[config.mk]
export PLATFORM = sky130hd
export DESIGN_NAME = alu_step_sequencer_flat
export DESIGN_NICKNAME = d
export VERILOG_FILES = /design/src/rtl/alu_step_sequencer_if.sv /design/src/rtl/alu_step_sequencer.sv /design/src/flat_wrapper.sv
export SDC_FILE = /design/constraint.sdc
export NUM_CORES = 1
export LEC_CHECK = 0
export ABC_AREA = 0
export BUFFER_PORTS_ARGS = -buffer_cell sky130_fd_sc_hd__buf_2
export CORE_UTILIZATION = 46
export CTS_CLUSTER_SIZE = 40
export DETAILED_ROUTE_END_ITERATION = 10
export GPL_TIMING_DRIVEN = 1
export PLACE_DENSITY_LB_ADDON = 0.15
export SLEW_MARGIN = 20
export SYNTH_ARGS = -nofsm -noshare
export SYNTH_HDL_FRONTEND = slang
export SYNTH_SLANG_ARGS = --single-unit
[constraint.sdc]
create_clock -name clk -period 1.4 [get_ports clk]
set_input_delay 0.21 -clock clk [delete_from_list [all_inputs] [get_ports clk]]
set_output_delay 0.21 -clock clk [all_outputs]
set_load 0.03 [all_outputs]
[src/rtl/alu_step_sequencer_if.sv]
// Button-side request lines and datapath strobe bundle for the ALU step sequencer.
// master: whoever drives step/abort (board button logic); slave: the sequencer.
// Pure wiring, no storage.
interface alu_step_sequencer_if;
  logic       step;
  logic       abort;
  logic       reg_clr;
  logic       ld_a;
  logic       ld_b;
  logic       ld_op;
  logic       ld_res;
  logic       done;
  logic       busy;
  logic [2:0] stage;

  modport master (
    output step, abort,
    input  reg_clr, ld_a, ld_b, ld_op, ld_res, done, busy, stage
  );

  modport slave (
    input  step, abort,
    output reg_clr, ld_a, ld_b, ld_op, ld_res, done, busy, stage
  );
endinterface

[src/rtl/alu_step_sequencer.sv]
// Step-button FSM sequencing clear / load A / load B / load op / exec wait / result capture.
// Latency: strobe 1 cycle after qualified step (+2 with ALU_SEQ_BTN_SYNC_EN defined); EXEC lasts EXEC_CYCLES.
// No backpressure: step is ignored while in EXEC and never queued; abort always wins over step.
module alu_step_sequencer #(
  parameter int EXEC_CYCLES = 2  // legal 1..15, counter is 4 bits
) (
  input  logic                 clk,
  input  logic                 clr_n,
  alu_step_sequencer_if.slave  bus
);

  typedef enum logic [2:0] {
    IDLE     = 3'd0,
    ENTER_A  = 3'd1,
    ENTER_B  = 3'd2,
    ENTER_OP = 3'd3,
    EXEC     = 3'd4,
    SHOW     = 3'd5
  } state_t;

  localparam logic [3:0] EXEC_LOAD = 4'(EXEC_CYCLES - 1);

  state_t     state;
  logic [3:0] cnt;
  logic       reg_clr_q;
  logic       ld_a_q;
  logic       ld_b_q;
  logic       ld_op_q;
  logic       ld_res_q;
  logic       stp;
  logic       abt;

`ifdef ALU_SEQ_BTN_SYNC_EN
  logic step_s1;
  logic step_s2;
  logic step_s3;
  logic abort_s1;
  logic abort_s2;

  // Two-flop synchronizers for both buttons plus a delay flop for step edge detect
  always_ff @(posedge clk or negedge clr_n) begin
    if (!clr_n) begin
      step_s1  <= 1'b0;
      step_s2  <= 1'b0;
      step_s3  <= 1'b0;
      abort_s1 <= 1'b0;
      abort_s2 <= 1'b0;
    end else begin
      step_s1  <= bus.step;
      step_s2  <= step_s1;
      step_s3  <= step_s2;
      abort_s1 <= bus.abort;
      abort_s2 <= abort_s1;
    end
  end

  // A held button yields one event; abort stays a level
  assign stp = step_s2 & ~step_s3;
  assign abt = abort_s2;
`else
  // Inputs already synchronous; step is a single-cycle pulse from the caller
  assign stp = bus.step;
  assign abt = bus.abort;
`endif

  // Sequencer state, exec counter and one-cycle registered strobes
  always_ff @(posedge clk or negedge clr_n) begin
    if (!clr_n) begin
      state     <= IDLE;
      cnt       <= 4'd0;
      reg_clr_q <= 1'b0;
      ld_a_q    <= 1'b0;
      ld_b_q    <= 1'b0;
      ld_op_q   <= 1'b0;
      ld_res_q  <= 1'b0;
    end else begin
      reg_clr_q <= 1'b0;
      ld_a_q    <= 1'b0;
      ld_b_q    <= 1'b0;
      ld_op_q   <= 1'b0;
      ld_res_q  <= 1'b0;
      if (abt) begin
        // Abort clears the datapath even when already idle
        state     <= IDLE;
        cnt       <= 4'd0;
        reg_clr_q <= 1'b1;
      end else begin
        case (state)
          IDLE: if (stp) begin
            state     <= ENTER_A;
            reg_clr_q <= 1'b1;
          end
          ENTER_A: if (stp) begin
            state  <= ENTER_B;
            ld_a_q <= 1'b1;
          end
          ENTER_B: if (stp) begin
            state  <= ENTER_OP;
            ld_b_q <= 1'b1;
          end
          ENTER_OP: if (stp) begin
            state   <= EXEC;
            ld_op_q <= 1'b1;
            cnt     <= EXEC_LOAD;
          end
          EXEC: begin
            // Fixed ALU settle time; step presses here are dropped
            if (cnt != 4'd0) begin
              cnt <= cnt - 4'd1;
            end else begin
              state    <= SHOW;
              ld_res_q <= 1'b1;
            end
          end
          SHOW: if (stp) begin
            state     <= ENTER_A;
            reg_clr_q <= 1'b1;
          end
          default: begin
            // Unreachable codes recover to IDLE with a clean datapath
            state     <= IDLE;
            cnt       <= 4'd0;
            reg_clr_q <= 1'b1;
          end
        endcase
      end
    end
  end

  assign bus.reg_clr = reg_clr_q;
  assign bus.ld_a    = ld_a_q;
  assign bus.ld_b    = ld_b_q;
  assign bus.ld_op   = ld_op_q;
  assign bus.ld_res  = ld_res_q;
  assign bus.done    = ld_res_q;
  assign bus.busy    = (state == EXEC);
  assign bus.stage   = state;

endmodule

[src/flat_wrapper.sv]
// flat-port wrapper written by rule: the top's interface ports become plain ports
module alu_step_sequencer_flat 
#(
  parameter int EXEC_CYCLES = 2                                   
)
  (clk, clr_n, bus_step, bus_abort, bus_reg_clr, bus_ld_a, bus_ld_b, bus_ld_op, bus_ld_res, bus_done, bus_busy, bus_stage);
  alu_step_sequencer_if bus_i ();
  input  logic clk;
  input  logic clr_n;
  input wire logic [$bits(bus_i.step)-1:0] bus_step;
  input wire logic [$bits(bus_i.abort)-1:0] bus_abort;
  output wire logic [$bits(bus_i.reg_clr)-1:0] bus_reg_clr;
  output wire logic [$bits(bus_i.ld_a)-1:0] bus_ld_a;
  output wire logic [$bits(bus_i.ld_b)-1:0] bus_ld_b;
  output wire logic [$bits(bus_i.ld_op)-1:0] bus_ld_op;
  output wire logic [$bits(bus_i.ld_res)-1:0] bus_ld_res;
  output wire logic [$bits(bus_i.done)-1:0] bus_done;
  output wire logic [$bits(bus_i.busy)-1:0] bus_busy;
  output wire logic [$bits(bus_i.stage)-1:0] bus_stage;
  assign bus_i.step = bus_step;
  assign bus_i.abort = bus_abort;
  assign bus_reg_clr = bus_i.reg_clr;
  assign bus_ld_a = bus_i.ld_a;
  assign bus_ld_b = bus_i.ld_b;
  assign bus_ld_op = bus_i.ld_op;
  assign bus_ld_res = bus_i.ld_res;
  assign bus_done = bus_i.done;
  assign bus_busy = bus_i.busy;
  assign bus_stage = bus_i.stage;
  alu_step_sequencer #(.EXEC_CYCLES(EXEC_CYCLES)) u_core (.clk(clk), .clr_n(clr_n), .bus(bus_i));
endmodule
==> flow_metrics.env <==
export IMPL_max_cap_viol_count=0
export IMPL_powerDensity_nw_per_um2=899
export IMPL_fp_dieW_um=39.7
export IMPL_path_common_cell="o21ai_2"
export IMPL_grt_max_degree=13
export IMPL_synth_xor_area_share_pct=1.34
export IMPL_post_place_ws_ns=-0.0776
export IMPL_crit_family="simple AND/OR/NAND/NOR gates"
export IMPL_netlist_top_cells_count="dfrtp_1 (12), nand2b_1 (5), nor2_1 (5), nor3_1 (5), o21ai_1 (5)"
export IMPL_async_flop_share_pct=100
export IMPL_synth_edf_count=0
export IMPL_wl_per_cell_um=14.1
export IMPL_root_buffer="clkbuf_4"
export IMPL_status="finished, violations left"
export IMPL_cts_buffer_depth=2
export IMPL_setup_viol=3
export IMPL_synth_simple_gate_area_share_pct=25.1
export IMPL_area_growth_pct=40.0
export IMPL_crit_fanout=3
export IMPL_ir_drop_mv=0.585
export IMPL_antenna_cells=0
export IMPL_io_buffers=13
export IMPL_max_freq_ghz=0.693
export IMPL_relSlewSlack_pct=79.9
export IMPL_synth_top_family_by_area="simple AND/OR/NAND/NOR gates"
export IMPL_drcViolationCount=0
export IMPL_firstDrtPassIters=4
export IMPL_yosys_area_top_type="dfrtp_1"
export IMPL_synth_seq_cells=12
export IMPL_crit_path_end_kind="flip-flop"
export IMPL_synth_fa_ha_area_share_pct=3.83
export IMPL_hold_slack_ns=0.261
export IMPL_postSynthCellCount=65
export IMPL_die_area_um2=1570
export IMPL_tightest_slew_ns=0.297
export IMPL_avgSynthCellArea_um2=10.0
export IMPL_period_share_pct=103
export IMPL_skew_ns=0.00230
export IMPL_drt_iter0_drc=12
export IMPL_antenna_found_initial=0
export IMPL_coreArea_um2=1320
export IMPL_grt_pass1_wl_um=2300
export IMPL_max_stage_delay_ns=0.40
export IMPL_criticalPathCategory="reg -> reg"
export IMPL_dp_hpwl_um=1000
export IMPL_ys_top_cells_by_area="dfrtp_1 (46%), nand2b_1 (4.8%), ha_1 (3.8%)"
export IMPL_fin_util_pct=69.4
export IMPL_arrival_ns=1.65
export IMPL_fin_ws_ns=-0.0430
export IMPL_synth_most_common_cell="dfrtp_1"
export IMPL_io_pins=14
export IMPL_synthMuxAreaShare_pct=1.72
export IMPL_yosysWarnings=0
export IMPL_grt_pass1_vias=526
export IMPL_synth_top_area_share_pct=46.0
export IMPL_die_y_um=39.7
export IMPL_cp_data_required_time_ns=1.61
export IMPL_ys_seq_area_share_pct=46.0
export IMPL_path_buf_inv=2
export IMPL_drt_total_wl_um=1520
export IMPL_drive_gt1_share_pct=54.8
export IMPL_synthFlopType="dfrtp_1"
export IMPL_avgViaCountPerCell=5.50
export IMPL_min_period_ns=1.44
export IMPL_rsz0062_at_grt="true"
export IMPL_worstSkewPairLatency_ns=0.28
export IMPL_violations="setup timing"
export IMPL_hold_viol_final=0
export IMPL_min_path_type="in -> reg"
export IMPL_vias=594
export IMPL_tritoncts="yes"
export IMPL_rows=13
export IMPL_final_nets=100
export IMPL_cts_buffers=3
export IMPL_htreeDepth=1
export IMPL_overflow=0
export IMPL_ant_nets=0
export IMPL_clkSinkCount=12
export IMPL_start_util_pct=49.6
export IMPL_gp_congestion=0.785
export IMPL_synth_nets=71
export IMPL_startpoint_type="flip-flop"
export IMPL_path_clk_slew_ns=0.07
export IMPL_slew_violations=0
export IMPL_synthDistinctLibCells=30
export IMPL_crit_slowest_cell="or3b_4"
export IMPL_synth_compound_area_share_pct=15.7
export IMPL_p_leak_nw=0.442
export IMPL_grt_usage_pct=24.1
export IMPL_crit_chain="inv_2, ha_4, or3b_4, buf_6, nor2_4, o21ai_2, o21ai_2"
export IMPL_synth_cell_area_um2=653
-- final timing paths --
kind | start | endpoint | slack (ns) | cells after the start
worst max-delay path | u_core.cnt[0] | u_core.cnt[1] | -0.04 | 7
worst min-delay path | bus_step | u_core.bus.ld_b | 0.26 | 2
worst max register to register | u_core.cnt[0] | u_core.cnt[1] | -0.04 | 7
worst min register to register | u_core.bus.stage[1] | u_core.bus.ld_a | 0.50 | 1
max in group asynchronous | clr_n | u_core.bus.stage[0] | 0.84 | 2
min in group asynchronous | clr_n | u_core.cnt[0] | 0.33 | 2
-- stage by stage --
stage	power [mW]	TNS, ns	instance area (um^2)	cells
final	0.822	-0.0830	915	108
after global routing	0.858	-0.311	915	108
after CTS	0.821	-0.0891	892	107
after detailed placement	0.521	-0.0776	783	97
after global placement	0.518	-0.0220	783	97
after floorplan	0.473	-0.00735	666	65
-- layout make-up --
class,count,area [um^2]
inverters,2,7.51
clock buffers,4,36.3
well taps,15,18.8
multi-input cells,46,350
fillers,95,403
repair buffers,29,198
flip-flops and latches,12,304
-- sequential cells by signal (all words and copies together), names as in the netlist --
name / flops
u_core.cnt: 4
u_core.bus.reg_clr: 1
u_core.bus.ld_a: 1
u_core.bus.done: 1
u_core.bus.stage: 3
u_core.bus.ld_op: 1
u_core.bus.ld_b: 1
-- worst register-to-register path, stage by stage (launching register included) --
cell and delay (ns):
dfrtp_1 0.39, inv_2 0.09, ha_4 0.13, or3b_4 0.40, buf_6 0.13, nor2_4 0.11
o21ai_2 0.06, o21ai_2 0.06
-- layout by cell type, fill, tap and decap left out, types with 2 or more instances in the layout --
| cell | Yosys | routed |
|---|---|---|
| buf_4 | 1 | 14 |
| buf_2 | 3 | 12 |
| dfrtp_1 | 12 | 9 |
| nand2b_1 | 5 | 4 |
| nor2_1 | 5 | 4 |
| nor3_1 | 5 | 4 |
| o21ai_1 | 5 | 4 |
| nand2_1 | 3 | 3 |
| clkbuf_4 | 0 | 3 |
| dfrtp_2 | 0 | 3 |
| inv_2 | 0 | 2 |
| nor4b_1 | 2 | 2 |
| a21oi_1 | 2 | 2 |
| o21ai_2 | 1 | 2 |
| buf_6 | 1 | 2 |
-- layer usage --
metal	GRT usage (%)	vias to the layer above	wire, um
met5	0	-	0
met4	15.5	0	39
met3	10.2	4	77
met2	39.3	18	774
met1	24.7	286	630
li1	-	286	-
-- cell families after synthesis --
group | Yosys count
compound gates | 15
xor+xnor | 1
fa+ha+maj | 2
simple gates | 27
flops | 12
mux | 1
buf+inv | 7
-- where the power goes --
group	internal, mW	switching (mW)
Sequential	0.359	0.0101
Clock	0.158	0.118
Combinational	0.0809	0.0948
Total	0.599	0.223
-- what timing repair did --
item	4_1_cts	5_1_grt
hold endpoints to repair	12	0
endpoints found under the setup margin	3	7
gates resized for setup	7	4
hold buffers	1	0
buffers inserted	5	1
pin swaps	5	4
(Power assumes the default switching activity.)
